--- config.mk ---
export PLATFORM = sky130hd
export DESIGN_NAME = i_encoder
export DESIGN_NICKNAME = d
export VERILOG_FILES = /design/src/rtl/rv64_isa_pkg.sv /design/src/rtl/i_encoder_pack.sv /design/src/rtl/i_encoder.sv
export SDC_FILE = /design/constraint.sdc
export NUM_CORES = 1
export LEC_CHECK = 0
export CORE_MARGIN = 3
export CORE_UTILIZATION = 45
export CTS_CLUSTER_DIAMETER = 150
export DETAILED_ROUTE_END_ITERATION = 10
export GPL_ROUTABILITY_DRIVEN = 0
export PLACE_DENSITY = 0.84
export RECOVER_POWER = 25
export SYNTH_ARGS = -nofsm -noshare
export SYNTH_HDL_FRONTEND = slang
export SYNTH_SLANG_ARGS = --single-unit
--- constraint.sdc ---
create_clock -name clk -period 4.9 [get_ports clk]
set_clock_uncertainty 0.05 [all_clocks]
set_input_delay 0.49 -clock clk [delete_from_list [all_inputs] [get_ports clk]]
set_output_delay 0.49 -clock clk [all_outputs]
set_load 0.1 [all_outputs]
--- src/rtl/rv64_isa_pkg.sv ---
// rv64_isa_pkg: RV64 formats, opcodes and immediate widths shared by the encoder and decoder
package rv64_isa_pkg;

    typedef enum logic [2:0] {
        FMT_R   = 3'd0,
        FMT_I   = 3'd1,
        FMT_S   = 3'd2,
        FMT_B   = 3'd3,
        FMT_U   = 3'd4,
        FMT_J   = 3'd5,
        FMT_INV = 3'd7
    } fmt_e;

    localparam logic [6:0] OP        = 7'h33;
    localparam logic [6:0] OP_IMM    = 7'h13;
    localparam logic [6:0] LOAD      = 7'h03;
    localparam logic [6:0] STORE     = 7'h23;
    localparam logic [6:0] BRANCH    = 7'h63;
    localparam logic [6:0] LUI       = 7'h37;
    localparam logic [6:0] AUIPC     = 7'h17;
    localparam logic [6:0] JAL       = 7'h6F;
    localparam logic [6:0] JALR      = 7'h67;
    localparam logic [6:0] OP_IMM_32 = 7'h1B;
    localparam logic [6:0] OP_32     = 7'h3B;

    localparam int unsigned IMM_I_W = 12;
    localparam int unsigned IMM_S_W = 12;
    localparam int unsigned IMM_B_W = 13;
    localparam int unsigned IMM_U_W = 32;
    localparam int unsigned IMM_J_W = 21;

    // true when v is the sign extension of its low w bits
    function automatic logic fits_signed(input logic [63:0] v, input int unsigned w);
        logic [63:0] t;
        t = $unsigned($signed(v) >>> (w - 1));
        return (t == '0) || (t == '1);
    endfunction

endpackage

--- src/rtl/i_encoder_pack.sv ---
// i_encoder_pack: combinational packing of decoded fields into a 32-bit word plus legality
module i_encoder_pack
    import rv64_isa_pkg::*;
(
    input  logic [4:0]  i_rd,
    input  logic [4:0]  i_rs1,
    input  logic [4:0]  i_rs2,
    input  logic [63:0] i_imm,
    input  logic [2:0]  i_funct3,
    input  logic [6:0]  i_funct7,
    input  logic [6:0]  i_opcode,
    input  logic [2:0]  i_format,
    output logic [31:0] o_instr,
    output logic        o_legal
);

    // select the bit layout by format; the opcode always passes through untouched
    always_comb begin
        o_instr = '0;
        o_legal = 1'b0;
        case (i_format)
            FMT_R: begin
                o_instr = {i_funct7, i_rs2, i_rs1, i_funct3, i_rd, i_opcode};
                o_legal = 1'b1;
            end
            FMT_I: begin
                o_instr = {i_imm[11:0], i_rs1, i_funct3, i_rd, i_opcode};
                o_legal = fits_signed(i_imm, IMM_I_W);
            end
            FMT_S: begin
                o_instr = {i_imm[11:5], i_rs2, i_rs1, i_funct3, i_imm[4:0], i_opcode};
                o_legal = fits_signed(i_imm, IMM_S_W);
            end
            FMT_B: begin
                o_instr = {i_imm[12], i_imm[10:5], i_rs2, i_rs1, i_funct3, i_imm[4:1], i_imm[11], i_opcode};
                o_legal = !i_imm[0] && fits_signed(i_imm, IMM_B_W);
            end
            FMT_U: begin
                o_instr = {i_imm[31:12], i_rd, i_opcode};
                o_legal = (i_imm[11:0] == '0) && fits_signed(i_imm, IMM_U_W);
            end
            FMT_J: begin
                o_instr = {i_imm[20], i_imm[10:1], i_imm[11], i_imm[19:12], i_rd, i_opcode};
                o_legal = !i_imm[0] && fits_signed(i_imm, IMM_J_W);
            end
            default: ;
        endcase
    end

endmodule

--- src/rtl/i_encoder.sv ---
// i_encoder: handshaked field-to-instruction encoder with address tagging and drop counting
module i_encoder
    import rv64_isa_pkg::*;
#(
    parameter logic [63:0] BASE_ADDR = 64'h0,
    parameter logic [63:0] ADDR_STEP = 64'd4,
    parameter int          ERR_CNT_W = 16
) (
    input  logic                 clk,
    input  logic                 rst,
    input  logic                 in_valid,
    output logic                 in_ready,
    input  logic [4:0]           in_rd,
    input  logic [4:0]           in_rs1,
    input  logic [4:0]           in_rs2,
    input  logic [63:0]          in_imm,
    input  logic [2:0]           in_funct3,
    input  logic [6:0]           in_funct7,
    input  logic [6:0]           in_opcode,
    input  logic [2:0]           in_format,
    input  logic                 clear,
    output logic                 out_valid,
    input  logic                 out_ready,
    output logic [31:0]          out_instr,
    output logic [63:0]          out_addr,
    output logic                 err_sticky,
    output logic [ERR_CNT_W-1:0] err_cnt
);

    logic                 r_valid;
    logic [31:0]          r_instr;
    logic [63:0]          r_addr;
    logic [63:0]          r_next;
    logic                 r_sticky;
    logic [ERR_CNT_W-1:0] r_cnt;
    logic [31:0]          w_instr;
    logic                 w_legal;
    logic                 w_accept;
    logic                 w_load;
    logic                 w_drop;
    logic [63:0]          w_addr;

    i_encoder_pack u_pack (
        .i_rd     (in_rd),
        .i_rs1    (in_rs1),
        .i_rs2    (in_rs2),
        .i_imm    (in_imm),
        .i_funct3 (in_funct3),
        .i_funct7 (in_funct7),
        .i_opcode (in_opcode),
        .i_format (in_format),
        .o_instr  (w_instr),
        .o_legal  (w_legal)
    );

    assign in_ready   = !r_valid || out_ready;
    assign w_accept   = in_valid && in_ready;
    assign w_load     = w_accept && w_legal;
    assign w_drop     = w_accept && !w_legal;
    assign w_addr     = clear ? BASE_ADDR : r_next;
    assign out_valid  = r_valid;
    assign out_instr  = r_instr;
    assign out_addr   = r_addr;
    assign err_sticky = r_sticky;
    assign err_cnt    = r_cnt;

    // single output register: load a legal word, otherwise empty once consumed
    always_ff @(posedge clk or posedge rst) begin
        if (rst) begin
            r_valid <= 1'b0;
            r_instr <= '0;
            r_addr  <= BASE_ADDR;
        end else if (w_load) begin
            r_valid <= 1'b1;
            r_instr <= w_instr;
            r_addr  <= w_addr;
        end else if (out_ready) begin
            r_valid <= 1'b0;
        end
    end

    // next-address counter: clear rebases before a same-cycle load takes its address
    always_ff @(posedge clk or posedge rst) begin
        if (rst) r_next <= BASE_ADDR;
        else if (w_load) r_next <= w_addr + ADDR_STEP;
        else if (clear) r_next <= BASE_ADDR;
    end

    // drop tracking: clear wins over a same-cycle drop; the count saturates
    always_ff @(posedge clk or posedge rst) begin
        if (rst) begin
            r_sticky <= 1'b0;
            r_cnt    <= '0;
        end else if (clear) begin
            r_sticky <= 1'b0;
            r_cnt    <= '0;
        end else if (w_drop) begin
            r_sticky <= 1'b1;
            if (~&r_cnt) r_cnt <= r_cnt + ERR_CNT_W'(1);
        end
    end

endmodule

==> run metrics <==
hold wc startpoint=r_next[63]; Clock Pin Slew Worst Setup and Hold Paths=0.07 ns; area share of the largest cell type after synthesis=49.9%; period utilization=79.2%; CTS tree=done; fmax=258 MHz; final setup violation count=0; starting DRC count in detailed routing=around 700; row count=50; Diodes inserted=0; footprint of the multi-input gates=4220 µm²; TritonRoute pass-1 iters=5; vias=about 8300; most frequent cells in the layout=clkdlybuf4s50_1 (216), nand2_1 (191), dfrtp_1 (178); height of the die=147 µm; Inserted Clock Buffers=17; Yosys top cell by area=dfrtp_1; relative slew slack=-61.5%; vias in the first global route=8162; EDFF count, synth=0; Mapped Area=8930 µm²; Cells after Synth=986; Post-CTS Setup Inserts=0; Clk pwr share=between 30% and 40%; Area growth syn-to-layout=34.3%; clock sink count=178; core region area=19100 µm²; Max VDD drop=0.254 mV; Worst-Skew Late Latency=0.43 ns; sequential cell area=4450 µm²; final hold slack=between 0.4 and 0.5 ns; drt total wl=between 20000 and 30000 µm; clock buffer depth=2; Critical Path End Type=register; fin cells=1459; RSZ-0062 raised after global routing=false; GR Overflow Total=0; fillers=1537; CP Max Fanout=22; Synth Register Bits=178; final worst slack=1.02 ns; setup total negative slack=0 ns; Final #Nets=1292; Netlist cell types=57; Residual DRC=0; switching power=between 1000 and 1500 µW; vias per std cell=5.70; # IOs=219; die area=between 20000 and 25000 µm²; layout cells sized above 1=~7.0%; CP startpoint kind=primary input; static leakage=0.00471 µW; PostCTS Resize Cnt=0; asr flop ratio synth=100%; GRT Overall Usage=24.2%; die width=approximately 150 µm; failing checks=max-capacitance violations, max-slew violations; Max-cap violations=1; IO buf count=218; final hold viol count=0; status=complete, but fails checks; largest net degree at the start of global routing=179; switch share=33.0%; first-pass GRT wire length=roughly 43000 µm; Mapped Nets=1092; Int Pwr=between 2000 and 2500 µW; min-delay worst type=reg2reg; top_reg_cell synth=dfrtp_1; H-tree depth=4; Post-CTS Hold Fix Bufs=0; Seq pwr share=42.1%; Tmin final=3.88 ns; CTS root buffer=clkbuf_16; WP data required=roughly 5.2 ns; average size of a mapped cell=9.05 µm²; worst reg2reg path startpoint=r_next[2]; critical path class=in2reg; Worst Setup SP=clear; DP Cell Count=1427; initial antenna violation count=0; synth top area cells=dfrtp_1 (50%), nand2_1 (8.0%), o21ai_0 (4.5%); Initial Util=46.8%; yosys warns=0; Slew Viols, Final=179; pre-CTS setup slack=0.899 ns; Cell Pwr Density=309 nW/µm²; DPL Wire Length=18800 µm; antenna-violating nets left=0; WL/cell=18.0 µm; WP data arrival=~4.2 ns; Slew @ Worst Pin=around 2.4 ns; most common cell after layout, fill and taps aside=clkdlybuf4s50_1; Logic pwr share=between 20% and 30%; sequential-to-total area share from yosys stat=49.9%; final core occ=62.8%
-- layout make-up --
cell class / count / area share [%]
well taps: 260 / 2.71
clock buffers: 23 / 4.24
repair buffers: 237 / 19.4
inverters: 20 / 0.657
clock inverters: 9 / 0.595
multi-input cells: 732 / 35.2
flip-flops and latches: 178 / 37.2
-- flip-flops by register name (all words and copies together), names as in the netlist --
register	flops
err_sticky	1
r_next	64
out_instr	32
err_cnt	16
out_valid	1
out_addr	64
-- synthesized netlist by cell type (3+ instances only) --
cell type,number
a211oi_1,5
a21oi_1,49
a221o_1,3
a221oi_1,6
a22oi_1,6
and3_1,11
and4_1,5
clkbuf_1,52
dfrtp_1,178
inv_1,20
mux2_2,11
mux2i_1,19
nand2_1,191
nand2b_1,7
nand3_1,38
nand4_1,32
nor2_1,58
nor2b_1,18
nor3_1,19
nor4_1,19
o2111ai_1,3
o21a_1,5
o21ai_0,81
o31ai_1,30
o41ai_1,3
or2_2,4
or3_1,16
or4_1,18
or4_2,3
or4b_1,3
xnor2_1,20
xor2_1,14
-- worst paths after layout --
kind	end	slack [ns]	cells after the start
worst max register to register	r_next[58]	1.37	10
worst min-delay path	r_next[63]	0.41	1
worst max-delay path	r_next[31]	1.02	10
min in group asynchronous	out_instr[18]	1.39	3
max in group asynchronous	r_next[20]	1.90	3
worst min register to register	r_next[63]	0.41	1
-- logic make-up after synthesis --
family | Yosys count | share of synthesized area [%]
XOR/XNOR | 34 | 3.34
adder cells (fa/ha/maj) | 2 | 0.280
buffers and inverters | 76 | 3.22
multiplexers | 30 | 3.52
AO/OA/AOI/OAI | 207 | 14.3
AND/OR/NAND/NOR | 459 | 25.5
flip-flops | 178 | 49.9
-- through the flow --
stage / cell area [µm²] / total power (µW)
final: 12000 / 3700
after CTS: 12000 / 3740
after floorplan: 8930 / 2140
after detailed placement: 11400 / 2420
after global placement: 11400 / 2410
after global routing: 12000 / 3830
-- critical path, cell delays in order --
cell	delay, ns
clkbuf_1	0.38
buf_4	0.37
nand4b_1	0.26
or4_1	0.70
nor3_1	0.25
nand3_1	0.48
a211oi_1	0.38
buf_4	0.20
or4b_1	0.46
a21oi_1	0.18
-- metal layers --
layer | up-vias | GRT usage [%] | part of all wire (%)
met5 | - | 0 | 0
met4 | 0 | 7.76 | 2.4
met3 | 49 | 5.64 | 6.2
met2 | 340 | 41.0 | 50
met1 | 3989 | 30.9 | 42
li1 | 3945 | - | -
-- power by group through the flow --
stage          Clock [µW]  Combinational, µW  Sequential, µW
2_1_floorplan           0                148            1990
3_3_place_gp            0                823            1580
3_5_place_dp            0                829            1590
4_1_cts              1350                831            1560
5_1_grt              1400                862            1570
6_report             1320                825            1560
No activity file was read; power rests on OpenSTA's default activity.
